--- src/rtl/button_event_capture.sv ---
// button_event_capture: input-side peripheral front end.
// Synchronises raw buttons and switches, debounces buttons, latches sticky
// press events and serves them to the CPU over a four-phase req/ack read.
// Optional build macro: BUTTON_RELEASE_EVENTS_EN adds sticky release events
// and their read snapshot; event_pending then covers both event sets.
module button_event_capture #(
  parameter int unsigned DEBOUNCE_CYCLES = 1000000,
  parameter int unsigned NUM_BUTTONS     = 5,
  parameter int unsigned NUM_SWITCHES    = 16
) (
  input  logic                    clock_100mhz,
  input  logic                    reset,
  input  logic [NUM_BUTTONS-1:0]  buttons_raw,
  input  logic [NUM_SWITCHES-1:0] switches_raw,
  input  logic                    read_req,
  input  logic [NUM_BUTTONS-1:0]  clear_mask,
  output logic                    read_ack,
  output logic [NUM_BUTTONS-1:0]  read_data,
  output logic [NUM_BUTTONS-1:0]  button_level,
  output logic [NUM_BUTTONS-1:0]  press_events,
  output logic [NUM_SWITCHES-1:0] switch_level,
`ifdef BUTTON_RELEASE_EVENTS_EN
  output logic [NUM_BUTTONS-1:0]  release_events,
  output logic [NUM_BUTTONS-1:0]  read_release_data,
`endif
  output logic                    event_pending
);

  localparam int unsigned CW = $clog2(DEBOUNCE_CYCLES + 1);
  localparam logic [CW-1:0] CNT_LAST = CW'(DEBOUNCE_CYCLES - 1);

  typedef enum logic {
    IDLE,
    ACK
  } state_t;

  logic [NUM_BUTTONS-1:0]  btn_s1, btn_s2;
  logic [NUM_SWITCHES-1:0] sw_s1;
  logic [CW-1:0]           cnt_q [NUM_BUTTONS];
  logic [CW-1:0]           cnt_d [NUM_BUTTONS];
  logic [NUM_BUTTONS-1:0]  level_d;
  logic [NUM_BUTTONS-1:0]  rise;
  logic [NUM_BUTTONS-1:0]  press_d;
  state_t                  state_q, state_d;
  logic                    accept;
`ifdef BUTTON_RELEASE_EVENTS_EN
  logic [NUM_BUTTONS-1:0]  fall;
  logic [NUM_BUTTONS-1:0]  release_d;
`endif

  // Two-flop synchronisers; the switch second stage is the switch output
  always_ff @(posedge clock_100mhz or negedge reset) begin
    if (!reset) begin
      btn_s1       <= '0;
      btn_s2       <= '0;
      sw_s1        <= '0;
      switch_level <= '0;
    end else begin
      btn_s1       <= buttons_raw;
      btn_s2       <= btn_s1;
      sw_s1        <= switches_raw;
      switch_level <= sw_s1;
    end
  end

  // Per-button debounce: count disagreeing cycles, accept on the last one
  always_comb begin
    level_d = button_level;
    for (int unsigned i = 0; i < NUM_BUTTONS; i++) begin
      cnt_d[i] = '0;
      if (btn_s2[i] != button_level[i]) begin
        if (cnt_q[i] == CNT_LAST) begin
          level_d[i] = btn_s2[i];
        end else begin
          cnt_d[i] = cnt_q[i] + 1'b1;
        end
      end
    end
  end

  // Debounce counter and accepted-level registers
  always_ff @(posedge clock_100mhz or negedge reset) begin
    if (!reset) begin
      for (int unsigned i = 0; i < NUM_BUTTONS; i++) begin
        cnt_q[i] <= '0;
      end
      button_level <= '0;
    end else begin
      for (int unsigned i = 0; i < NUM_BUTTONS; i++) begin
        cnt_q[i] <= cnt_d[i];
      end
      button_level <= level_d;
    end
  end

  // Read FSM state register
  always_ff @(posedge clock_100mhz or negedge reset) begin
    if (!reset) begin
      state_q <= IDLE;
    end else begin
      state_q <= state_d;
    end
  end

  // Read FSM next state and accept strobe; read_req is ignored in ACK
  always_comb begin
    state_d = state_q;
    accept  = 1'b0;
    case (state_q)
      IDLE: begin
        if (read_req) begin
          accept  = 1'b1;
          state_d = ACK;
        end
      end
      ACK: begin
        if (!read_req) begin
          state_d = IDLE;
        end
      end
      default: state_d = IDLE;
    endcase
  end

  // Next sticky event sets: clear applies first so a same-cycle set wins
  always_comb begin
    rise    = level_d & ~button_level;
    press_d = press_events | rise;
    if (accept) begin
      press_d = (press_events & ~clear_mask) | rise;
    end
`ifdef BUTTON_RELEASE_EVENTS_EN
    fall      = ~level_d & button_level;
    release_d = release_events | fall;
    if (accept) begin
      release_d = (release_events & ~clear_mask) | fall;
    end
`endif
  end

  // Event, snapshot, acknowledge and pending registers
  // read_ack is registered from the next state so it tracks ACK exactly
  always_ff @(posedge clock_100mhz or negedge reset) begin
    if (!reset) begin
      press_events      <= '0;
      read_data         <= '0;
      read_ack          <= 1'b0;
      event_pending     <= 1'b0;
`ifdef BUTTON_RELEASE_EVENTS_EN
      release_events    <= '0;
      read_release_data <= '0;
`endif
    end else begin
      press_events <= press_d;
      read_ack     <= (state_d == ACK);
      if (accept) begin
        read_data <= press_events;
      end
`ifdef BUTTON_RELEASE_EVENTS_EN
      release_events <= release_d;
      if (accept) begin
        read_release_data <= release_events;
      end
      event_pending <= (|press_d) | (|release_d);
`else
      event_pending <= |press_d;
`endif
    end
  end

endmodule

--- config.mk ---
export PLATFORM = sky130hd
export DESIGN_NAME = button_event_capture
export DESIGN_NICKNAME = d
export VERILOG_FILES = /design/src/rtl/button_event_capture.sv
export SDC_FILE = /design/constraint.sdc
export NUM_CORES = 1
export LEC_CHECK = 0
export ABC_CLOCK_PERIOD_IN_PS = 2400
export CORE_MARGIN = 2
export CORE_UTILIZATION = 50
export CTS_CLUSTER_DIAMETER = 50
export DETAILED_ROUTE_END_ITERATION = 8
export PLACE_DENSITY = 0.77
export SYNTH_ARGS = -nofsm -noshare
export SYNTH_HDL_FRONTEND = slang
export SYNTH_SLANG_ARGS = --single-unit
--- constraint.sdc ---
create_clock -name clock_100mhz -period 2.4 [get_ports clock_100mhz]
set_clock_uncertainty 0.05 [all_clocks]
set_input_delay 0.24 -clock clock_100mhz [delete_from_list [all_inputs] [get_ports clock_100mhz]]
set_output_delay 0.24 -clock clock_100mhz [all_outputs]
set_load 0.1 [all_outputs]
==> results by group, run 1 <==
Floorplanning
  – I/O pin cnt: 62
  – Initial core utilization: 0.5072
  – Die Y-Extent: 119.2 um
  – Site row count: 42
  – Die area: 14,210 um2
  – Core area: 13,090 um2
  – Die Wd: 119.2 um

Power
  – Pwr Total: between 5 and 6 mW
  – Leak: 3.634 nW
  – Comb pwr share: 0.058
  – Cell Int Power: between 4 and 5 mW
  – Net Sw Frac: 0.2560
  – P_sw: 1.451 mW
  – Sequential share of power: 0.490
  – Power Density: 710.6 nW/um2
  – VDD IR-drop max: 451.9 uV
  – Clk pwr share: 0.452

Placed design
  – Placed Instances: 830
  – RePlAce Congestion: 0.8195
  – Dpl ws: 0.2669 ns
  – I/O Buffers: 61
  – Post-DP HPWL: 8650 um

STA
  – Final setup viols: 0
  – Max Slew Vio Count: 0
  – RSZ-0062 raised after global routing: no
  – Least-Margin Pin Slew: ~0.67 ns
  – Crit path time final: ~1.9 ns
  – Slew HR: 0.5477
  – Fmax achieved: 515.4 MHz
  – Final Hold Viols: 0
  – Fin crit share: 0.8084
  – Final WS setup: 0.4597 ns
  – Setup TNS: 0 ns

GRT
  – Global-route wire length before repair: 21,050 um
  – GR Overflow Total: 0
  – GR Util All Layers: 0.1878
  – Vias in the first global route: 4,477
  – Initial antenna violation count: 0
  – Largest net degree at the start of global routing: 60

Clocking
  – Post-CTS Resized: 0
  – Clock Root Buffer: clkbuf_16
  – Worst-skew pair later-pin latency: between 0.4 and 0.5 ns
  – CTS Sinks: 159
  – TritonCTS clock tree: done
  – H-tree depth: 4
  – Max clock buf depth: 2
  – CTS Buf Count: 17
  – Reg clk slew, reported paths: 0.07 ns

Worst setup path
  – Worst-path fanout max: 4
  – CP startpoint: cnt_q[20]
  – FF-to-FF End: event_pending
  – CP Class: flip-flop to flip-flop
  – Crit path to: event_pending
  – Crit path capture type: flip-flop
  – FF-to-FF path depth: 6
  – R2r setup slk: 0.46 ns
  – WP data required: 2.65 ns
  – Reg2reg start: cnt_q[20]
  – Critical Path AT: 2.19 ns
  – Crit start category: flip-flop

Routing
  – Vias: 4,465
  – Count of antenna-violating nets left after detailed routing: 0
  – Vias per inst: 5.174
  – First-pass DRT Iterations: 5
  – Final WL: roughly 12,000 um
  – Routed wire length per instance: 14.19 um
  – DRT iter0 DRCs: about 260
  – Drc violations: 0

Final layout
  – Leading cell types in the layout, fill and taps excluded: 159 x dfrtp_1, 114 x nor2_1, 60 x xor2_1
  – Layout cell share with drive strength beyond 1: 0.1383
  – Area Overhead vs Synth: 20.17%
  – ANT cells: 0
  – Commonest non-fill, non-tap cell in the layout: dfrtp_1
  – Nets@finish: approximately 710
  – Core Util, Final: 0.6095
  – Non-filler cells, final: 863

Synth
  – Syn nets: 628
  – Number of flops mapped to enable cells by yosys: 0
  – Cell variety after synth: 44
  – Simple-gate share of the synthesized area: 0.2310
  – Largest cells by area after synthesis: dfrtp_1 60%, xor2_1 7.9%, nor2_1 6.4%, xnor2_1 4.5%, nand3_1 3.5%
  – Top_reg_cell synth: dfrtp_1
  – Yosys top cell area share: 0.5995
  – Async set or reset register ratio after synthesis: 1.000
  – XOR/XNOR Fraction of Synth Area: 0.1241
  – Post-Syn Area per Cell: approximately 11 um2
  – Complex-gate fraction of the synthesized area: 0.01471
  – Number of synthesized register bits: 159
  – Sequential cell area fraction in the yosys report: 0.5995
  – Synth Cell Area: 6636 um2
  – Mapped Cells: 594
  – Post-synth top area cell: dfrtp_1
  – Largest family of logic cells by synthesized area: simple AND/OR/NAND/NOR gates
  – Syn. warnings: 0
  – Synth Area in Adders: 0.009427
  – Mux cell area share after synthesis: 0.005090

Worst hold path
  – Hold crit path type: primary input to flip-flop

Outcome
  – Status: complete, no violations

Run
  – Max-cap violations: 0
[layout make-up]
class,instances,area (um2)
fill,1027,5110
sequential,159,3979
multi-input combinational,415,2550
timing repair buffer,71,619.3
clock buffer,17,425.4
tap,176,220.2
clock inverter,15,143.9
inverter,10,37.54
[worst min-delay path by stage]
stage / startpoint / endpoint / slack (ns) / cells past startpoint
5_1_grt: switches_raw[9] / sw_s1[9] / 0.18 / 1
3_3_place_gp: reset / sw_s1[11] / 0.19 / 1
6_report: buttons_raw[3] / btn_s1[3] / 0.20 / 1
4_1_cts: switches_raw[14] / sw_s1[14] / 0.18 / 1
2_1_floorplan: reset / btn_s1[0] / -0.11 / 0
3_5_place_dp: reset / sw_s1[11] / 0.19 / 1
[synthesized netlist by cell type, types with 3 or more instances]
cell / count
dfrtp_1: 159
nor2_1: 114
xor2_1: 60
nand2_1: 49
nand3_1: 47
xnor2_1: 34
nand4_1: 19
and3_1: 18
inv_1: 10
nor3_1: 8
nor4b_1: 8
buf_2: 5
ha_1: 5
nand2b_1: 5
o21ai_0: 5
and4_1: 4
buf_6: 3
mux2_2: 3
nor2b_1: 3
nor3_2: 3
nor4_1: 3
[timing repair]
action                    in CTS  in global routing
hold buffers                   1                  0
setup buffers                  0                  0
hold endpoints to repair      56                  0
[flip-flops by register name, summed over array words and instances (netlist names)]
name	flops
read_data	5
btn_s1	5
switch_level	16
sw_s1	16
btn_s2	5
press_events	5
button_level	5
event_pending	1
cnt_q	100
read_ack	1
[routing by layer]
metal  global-route usage  wire length [um]
met5                    0                 0
met4              0.08780               298
met3              0.04646               490
met2               0.2942              5965
met1               0.2474              5490
[critical path: stages, from the launching register on]
cell	delay (ns)
dfrtp_1	0.42
ha_1	0.25
and4_4	0.22
nand2_1	0.11
nor3_2	0.08
a221o_1	0.30
or4_1	0.39
[power groups by stage]
stage / registers (mW) / clock network (mW) / logic, mW
after CTS: 2.77 / 2.63 / 0.336
final: 2.77 / 2.56 / 0.329
after global placement: 2.82 / 0 / 0.328
after detailed placement: 2.82 / 0 / 0.334
after global routing: 2.78 / 2.75 / 0.359
after floorplan: 2.93 / 0 / 0.0712
[per-stage QoR]
step,hold slack (ns),cell area [um2]
4_1_cts,0.1832,7975
6_report,0.1975,7975
5_1_grt,0.1788,7975
2_1_floorplan,-0.1056,6636
3_5_place_dp,0.1922,7396
3_3_place_gp,0.1851,7396
[logic make-up (layout without fill, tap and decap cells)]
kind of cell    Yosys count  count (layout)
simple gates            300             300
flops                   159             159
xor+xnor                 94              94
buf+inv                  20             113
compound gates           13              13
fa+ha+maj                 5               5
mux                       3               3
Power figures use the tool's default switching activity.
==> inputs of run 2 (changes only) <==
- ABC_CLOCK_PERIOD_IN_PS: 2400 -> 1600
- PLACE_DENSITY: 0.77 -> 0.8
- clock period: 2.4 -> 1.6 ns (I/O delays scaled with it)
==> results by group, run 2 (synthesized netlist as in run 1, its figures left out) <==
Final layout
  – Reg area: 3990 um2 (+0.28%)
  – Nets@finish: 865 (+22%)
  – Multi-input combinational cell area: 3498 um2 (+37%)
  – ANT cells: 0 (unchanged)
  – Leading cell types in the layout, fill and taps excluded: 152 x dfrtp_1, 134 x buf_4, 53 x nor2_4
  – Layout cell share with drive strength beyond 1: 0.4870 (+0.3487)
  – Fin area: 10,740 um2 (+35%)
  – Most flops, register: cnt_q
  – Commonest non-fill, non-tap cell in the layout: dfrtp_1
  – Filler instances: 597 (-42%)
  – Area Overhead vs Synth: 61.80%
  – Max reg flops: 100 (unchanged)
  – Top flop regs: cnt_q x100, sw_s1 x16, switch_level x16
  – Core Util, Final: 0.8206 (+0.2111)

STA
  – Least-Margin Pin Slew: 0.4997 ns (-0.1737 ns)
  – RSZ-0062 raised after global routing: yes
  – Slew HR: 0.6633 (+0.1156)
  – Fmax achieved: 501.4 MHz (-2.7%)
  – Final setup viols: 104 (+104)
  – Crit path time final: 1.995 ns (+0.05436 ns)
  – Fin crit share: 1.247 (+0.4382)
  – Max Slew Vio Count: 0 (unchanged)
  – Final hold slack: 0.1036 ns (-0.09390 ns)
  – Final WS setup: -0.3946 ns (-0.8544 ns)
  – Final Hold Viols: 0 (unchanged)

Outcome
  – Status: finished, violations left
  – Failing checks: setup timing

Worst setup path
  – Crit start category: flip-flop
  – WP data required: 1.90 ns (-0.75 ns)
  – CP Class: flip-flop to flip-flop
  – Crit path capture type: flip-flop
  – Worst-path fanout max: 3 (-1)
  – Critical Path AT: 2.30 ns (+0.11 ns)
  – R2r setup slk: -0.39 ns (-0.85 ns)

GRT
  – GR Util All Layers: 0.2601 (+0.07235)
  – Initial antenna violation count: 0 (unchanged)
  – GR Overflow Total: 0 (unchanged)
  – Largest net degree at the start of global routing: 44 (-27%)
  – Global-route wire length before repair: 28,910 um (+37%)
  – Vias in the first global route: 5,912 (+32%)

Routing
  – Count of antenna-violating nets left after detailed routing: 0 (unchanged)
  – Routed wire length per instance: 20.75 um (+46%)
  – Drc violations: 0 (unchanged)
  – DRT iter0 DRCs: 540 (+100%)
  – Vias: 5,722 (+28%)
  – Vias per inst: 5.610 (+8.4%)
  – First-pass DRT Iterations: 5 (unchanged)
  – Final WL: 21,170 um (+73%)

Floorplanning
  – Die Wd: 119.2 um (unchanged)
  – Core area: 13,090 um2 (unchanged)
  – Initial core utilization: 0.5072 (unchanged)
  – I/O pin cnt: 62 (unchanged)
  – Die Y-Extent: 119.2 um (unchanged)
  – Site row count: 42 (unchanged)
  – Die area: 14,210 um2 (unchanged)

Clocking
  – Reg clk slew, reported paths: 0.07 ns (about the same)
  – H-tree depth: 4 (unchanged)
  – CTS Buf Count: 17 (unchanged)
  – Max clock buf depth: 2 (unchanged)
  – TritonCTS clock tree: done
  – Worst-skew pair later-pin latency: 0.44 ns (about the same)
  – Clock Root Buffer: clkbuf_16
  – CTS Sinks: 159 (unchanged)

Worst hold path
  – Hold crit path type: primary input to flip-flop

Power
  – Pwr Total: 9.100 mW (+61%)
  – Leak: 4.731 nW (+30%)
  – Power Density: 847.5 nW/um2 (+19%)
  – VDD IR-drop max: 1071 uV (+140%)

Placed design
  – I/O Buffers: 61 (unchanged)
  – RePlAce Congestion: 0.8284 (+1.1%)
  – Placed Area: 8822 um2 (+19%)
  – Post-DP HPWL: 10,770 um (+25%)

Run
  – Max-cap violations: 0 (unchanged)
==> run 2: where the power goes <==
part | internal, mW | switching (mW)
clock network | 2.15 | 1.92
registers | 4.10 | 0.0604
logic | 0.359 | 0.504
==> run 2: final timing paths <==
kind | startpoint | end | cells past startpoint
hold reg to reg | btn_s1[1] | btn_s2[1] | 0
setup reg to reg | cnt_q[1] | cnt_q[18] | 8
max in group asynchronous | reset | cnt_q[9] | 3
setup / recovery | cnt_q[1] | cnt_q[18] | 8
hold / removal | switches_raw[2] | sw_s1[2] | 1
min in group asynchronous | reset | cnt_q[12] | 2
==> run 2: area by class of cell <==
cell class              instances  share of cell area
multi-input cells             418              0.3258
flip-flops and latches        159              0.3716
well taps                     176             0.02051
clock inverters                14             0.01480
repair buffers                225              0.2229
inverters                      10            0.003496
clock buffers                  18             0.04090
==> run 2: worst max-delay path: stages (launching register included) <==
cell and delay, ns:
dfrtp_1 0.39, ha_2 0.21, buf_4 0.11, buf_6 0.09, nand4_1 0.17, nor4_2 0.41
nand3_1 0.16, xor2_1 0.17, nor2_1 0.14
==> run 2: layer usage <==
layer,global-route usage,vias up,wire length (um)
li1,-,2465,-
met1,0.2954,2903,7600
met2,0.4555,256,11180
met3,0.08716,98,1363
met4,0.09598,0,1027
met5,0,-,0
==> run 2: stage by stage <==
step           instances  setup WS, ns  TNS, ns
2_1_floorplan        594       -0.2412   -1.584
3_3_place_gp         952       -0.3330   -9.773
3_5_place_dp         952       -0.3901   -16.03
4_1_cts             1004       -0.1799   -8.168
5_1_grt             1020       -0.4325   -21.77
6_report            1020       -0.3946   -15.57
==> run 2: timing repair <==
item	4_1_cts	5_1_grt
cloned	8	4
pin swaps	53	77
gates resized for setup	77	174
hold endpoints to repair	156	0
hold buffers	1	0
endpoints found under the setup margin	103	106
buffers inserted	11	19
==> inputs of run 3 (changes only) <==
- ABC_CLOCK_PERIOD_IN_PS: 1600 -> default
- RECOVER_POWER: default -> 50
==> results by group, run 3 (synthesized netlist as in run 1, its figures left out) <==
Final layout
  – Leading cell types in the layout, fill and taps excluded: 152 x dfrtp_1, 133 x buf_4, 53 x nor2_4
  – Commonest non-fill, non-tap cell in the layout: dfrtp_1
  – Multi-input combinational cell area: 3498 um2 (unchanged)
  – Max reg flops: 100 (unchanged)
  – Fin area: 10,720 um2 (-0.14%)
  – Reg area: 3990 um2 (unchanged)
  – Nets@finish: 865 (unchanged)
  – Most flops, register: cnt_q
  – ANT cells: 0 (unchanged)
  – Top flop regs: cnt_q x100, sw_s1 x16, switch_level x16
  – Non-filler cells, final: 1,020 (unchanged)
  – Layout cell share with drive strength beyond 1: 0.4870 (unchanged)
  – Area Overhead vs Synth: 61.58%
  – Filler instances: 601 (+0.67%)

Routing
  – Vias: 5,682 (-0.70%)
  – Count of antenna-violating nets left after detailed routing: 0 (unchanged)
  – Drc violations: 0 (unchanged)
  – First-pass DRT Iterations: 7 (+2)
  – Vias per inst: 5.571 (-0.70%)
  – DRT iter0 DRCs: 481 (-11%)
  – Routed wire length per instance: 20.70 um (-0.28%)
  – Final WL: 21,110 um (-0.28%)

Power
  – Pwr Total: 9.091 mW (about the same)
  – VDD IR-drop max: 1069 uV (-0.18%)
  – P_sw: 2.496 mW (+0.27%)
  – Comb pwr share: 0.093 (-0.002)
  – Net Sw Frac: 0.2745 (+0.0009987)
  – Power Density: 847.8 nW/um2 (about the same)
  – Cell Int Power: 6.595 mW (-0.23%)
  – Clk pwr share: 0.449 (+0.002)
  – Leak: 4.731 nW (about the same)
  – Sequential share of power: 0.458 (about the same)

Outcome
  – Failing checks: setup timing
  – Status: finished, violations left

Floorplanning
  – I/O pin cnt: 62 (unchanged)
  – Initial core utilization: 0.5072 (unchanged)
  – Site row count: 42 (unchanged)
  – Die Y-Extent: 119.2 um (unchanged)
  – Die area: 14,210 um2 (unchanged)
  – Core area: 13,090 um2 (unchanged)
  – Die Wd: 119.2 um (unchanged)

Run
  – Max-cap violations: 0 (unchanged)

GRT
  – Initial antenna violation count: 0 (unchanged)
  – GR Overflow Total: 0 (unchanged)
  – Largest net degree at the start of global routing: 44 (unchanged)
  – Global-route wire length before repair: 28,910 um (unchanged)
  – GR Util All Layers: 0.2601 (unchanged)
  – Vias in the first global route: 5,912 (unchanged)

Worst setup path
  – CP Class: flip-flop to flip-flop
  – FF-to-FF End: cnt_q[18]
  – WP buf/inv: 2 (unchanged)
  – WP data required: 1.91 ns (about the same)
  – R2r setup slk: -0.38 ns (about the same)
  – Crit path capture type: flip-flop
  – Crit-path max cell delay: 0.41 ns (about the same)
  – Worst path slowest cell: nor4_2
  – FF-to-FF path depth: 8 (unchanged)
  – Critical Path AT: 2.29 ns (about the same)
  – Top Family by Delay on Critical Path: simple AND/OR/NAND/NOR gates
  – Worst path cell trace: ha_2 -> buf_4 -> buf_6 -> nand4_1 -> nor4_2 -> nand3_1 -> xor2_1 -> nor2_1
  – Crit start category: flip-flop
  – Worst-path fanout max: 3 (unchanged)
  – Reg2reg start: cnt_q[1]

STA
  – Fin crit share: 1.239 (-0.007343)
  – Max Slew Vio Count: 0 (unchanged)
  – Crit path time final: 1.983 ns (-0.01175 ns)
  – Fmax achieved: 504.3 MHz (+0.59%)
  – Slew HR: 0.2838 (-0.3794)
  – Final Hold Viols: 0 (unchanged)
  – Final setup viols: 104 (unchanged)
  – Least-Margin Pin Slew: 1.074 ns (+0.5746 ns)
  – Final WS setup: -0.3829 ns (+0.01175 ns)
  – Setup TNS: -15.57 ns (-0.001300 ns)
  – RSZ-0062 raised after global routing: yes

Placed design
  – Dpl ws: -0.3901 ns (unchanged)
  – Post-DP HPWL: 10,770 um (unchanged)
  – Placed Area: 8822 um2 (unchanged)
  – Placed Instances: 952 (unchanged)
  – I/O Buffers: 61 (unchanged)
  – RePlAce Congestion: 0.8284 (unchanged)

Worst hold path
  – Hold crit path type: primary input to flip-flop
  – Worst Hold Launch: switches_raw[2]
  – Hold Crit Endpoint: sw_s1[2]
  – Worst Hold Depth: 1 (unchanged)

Clocking
  – H-tree depth: 4 (unchanged)
  – Clock Root Buffer: clkbuf_16
  – Reg clk slew, reported paths: 0.07 ns (about the same)
  – Max clock buf depth: 2 (unchanged)
  – CTS Buf Count: 17 (unchanged)
  – CTS Sinks: 159 (unchanged)
  – Worst-skew pair later-pin latency: 0.44 ns (about the same)
  – TritonCTS clock tree: done
-- run 3: routing by layer --
layer / up-vias / global-route usage / wire (um) / part of all wire
met3: 89 / 0.08716 / 1380 / 0.065
met5: - / 0 / 0 / 0
met2: 264 / 0.4555 / 11180 / 0.53
met4: 0 / 0.09598 / 1019 / 0.048
met1: 2865 / 0.2954 / 7528 / 0.36
li1: 2464 / - / - / -
-- run 3: final cells by class --
| type | count | area share |
|---|---|---|
| well taps | 176 | 0.02054 |
| flip-flops and latches | 159 | 0.3721 |
| multi-input cells | 418 | 0.3263 |
| inverters | 10 | 0.003501 |
| clock inverters | 14 | 0.01482 |
| clock buffers | 18 | 0.04096 |
| repair buffers | 225 | 0.2218 |
-- run 3: how the worst max path moves through the flow --
stage / start / to / slack [ns] / cells past startpoint
detailed placement: read_req / event_pending / -0.39 / 6
global placement: read_req / event_pending / -0.33 / 6
finish: cnt_q[1] / cnt_q[18] / -0.38 / 8
global route: cnt_q[1] / cnt_q[18] / -0.43 / 8
CTS: cnt_q[0] / event_pending / -0.18 / 6
floorplan: read_ack / event_pending / -0.24 / 5
-- run 3: stage by stage --
step           hold slack (ns)    util
3_3_place_gp           0.03969  0.6742
4_1_cts                0.09306  0.7597
5_1_grt                 0.2063  0.8195
3_5_place_dp           0.04660  0.6742
6_report                0.2171  0.8195
2_1_floorplan          -0.1856       -
-- run 3: repair_timing --
action | in CTS | in global routing
hold buffers | 1 | 0
resized for setup | 77 | 174
cloned | 8 | 4
buffers inserted | 11 | 19
endpoints found under the hold margin | 156 | 0
endpoints found under the setup margin | 103 | 106
pin swaps | 53 | 77
-- run 3: power by group through the flow --
stage / clock network (mW) / logic (mW) / registers (mW)
floorplan: 0 / 0.112 / 4.40
CTS: 4.08 / 0.772 / 4.16
detailed placement: 0 / 0.680 / 4.24
finish: 4.08 / 0.847 / 4.17
global route: 4.33 / 0.895 / 4.17
global placement: 0 / 0.658 / 4.23
-- run 3: worst reg2reg max path, stage by stage, from the launching register on --
cell and delay (ns):
dfrtp_1 0.39, ha_2 0.20, buf_4 0.11, buf_6 0.09, nand4_1 0.17, nor4_2 0.41, nand3_1 0.16, xor2_1 0.17
nor2_1 0.14
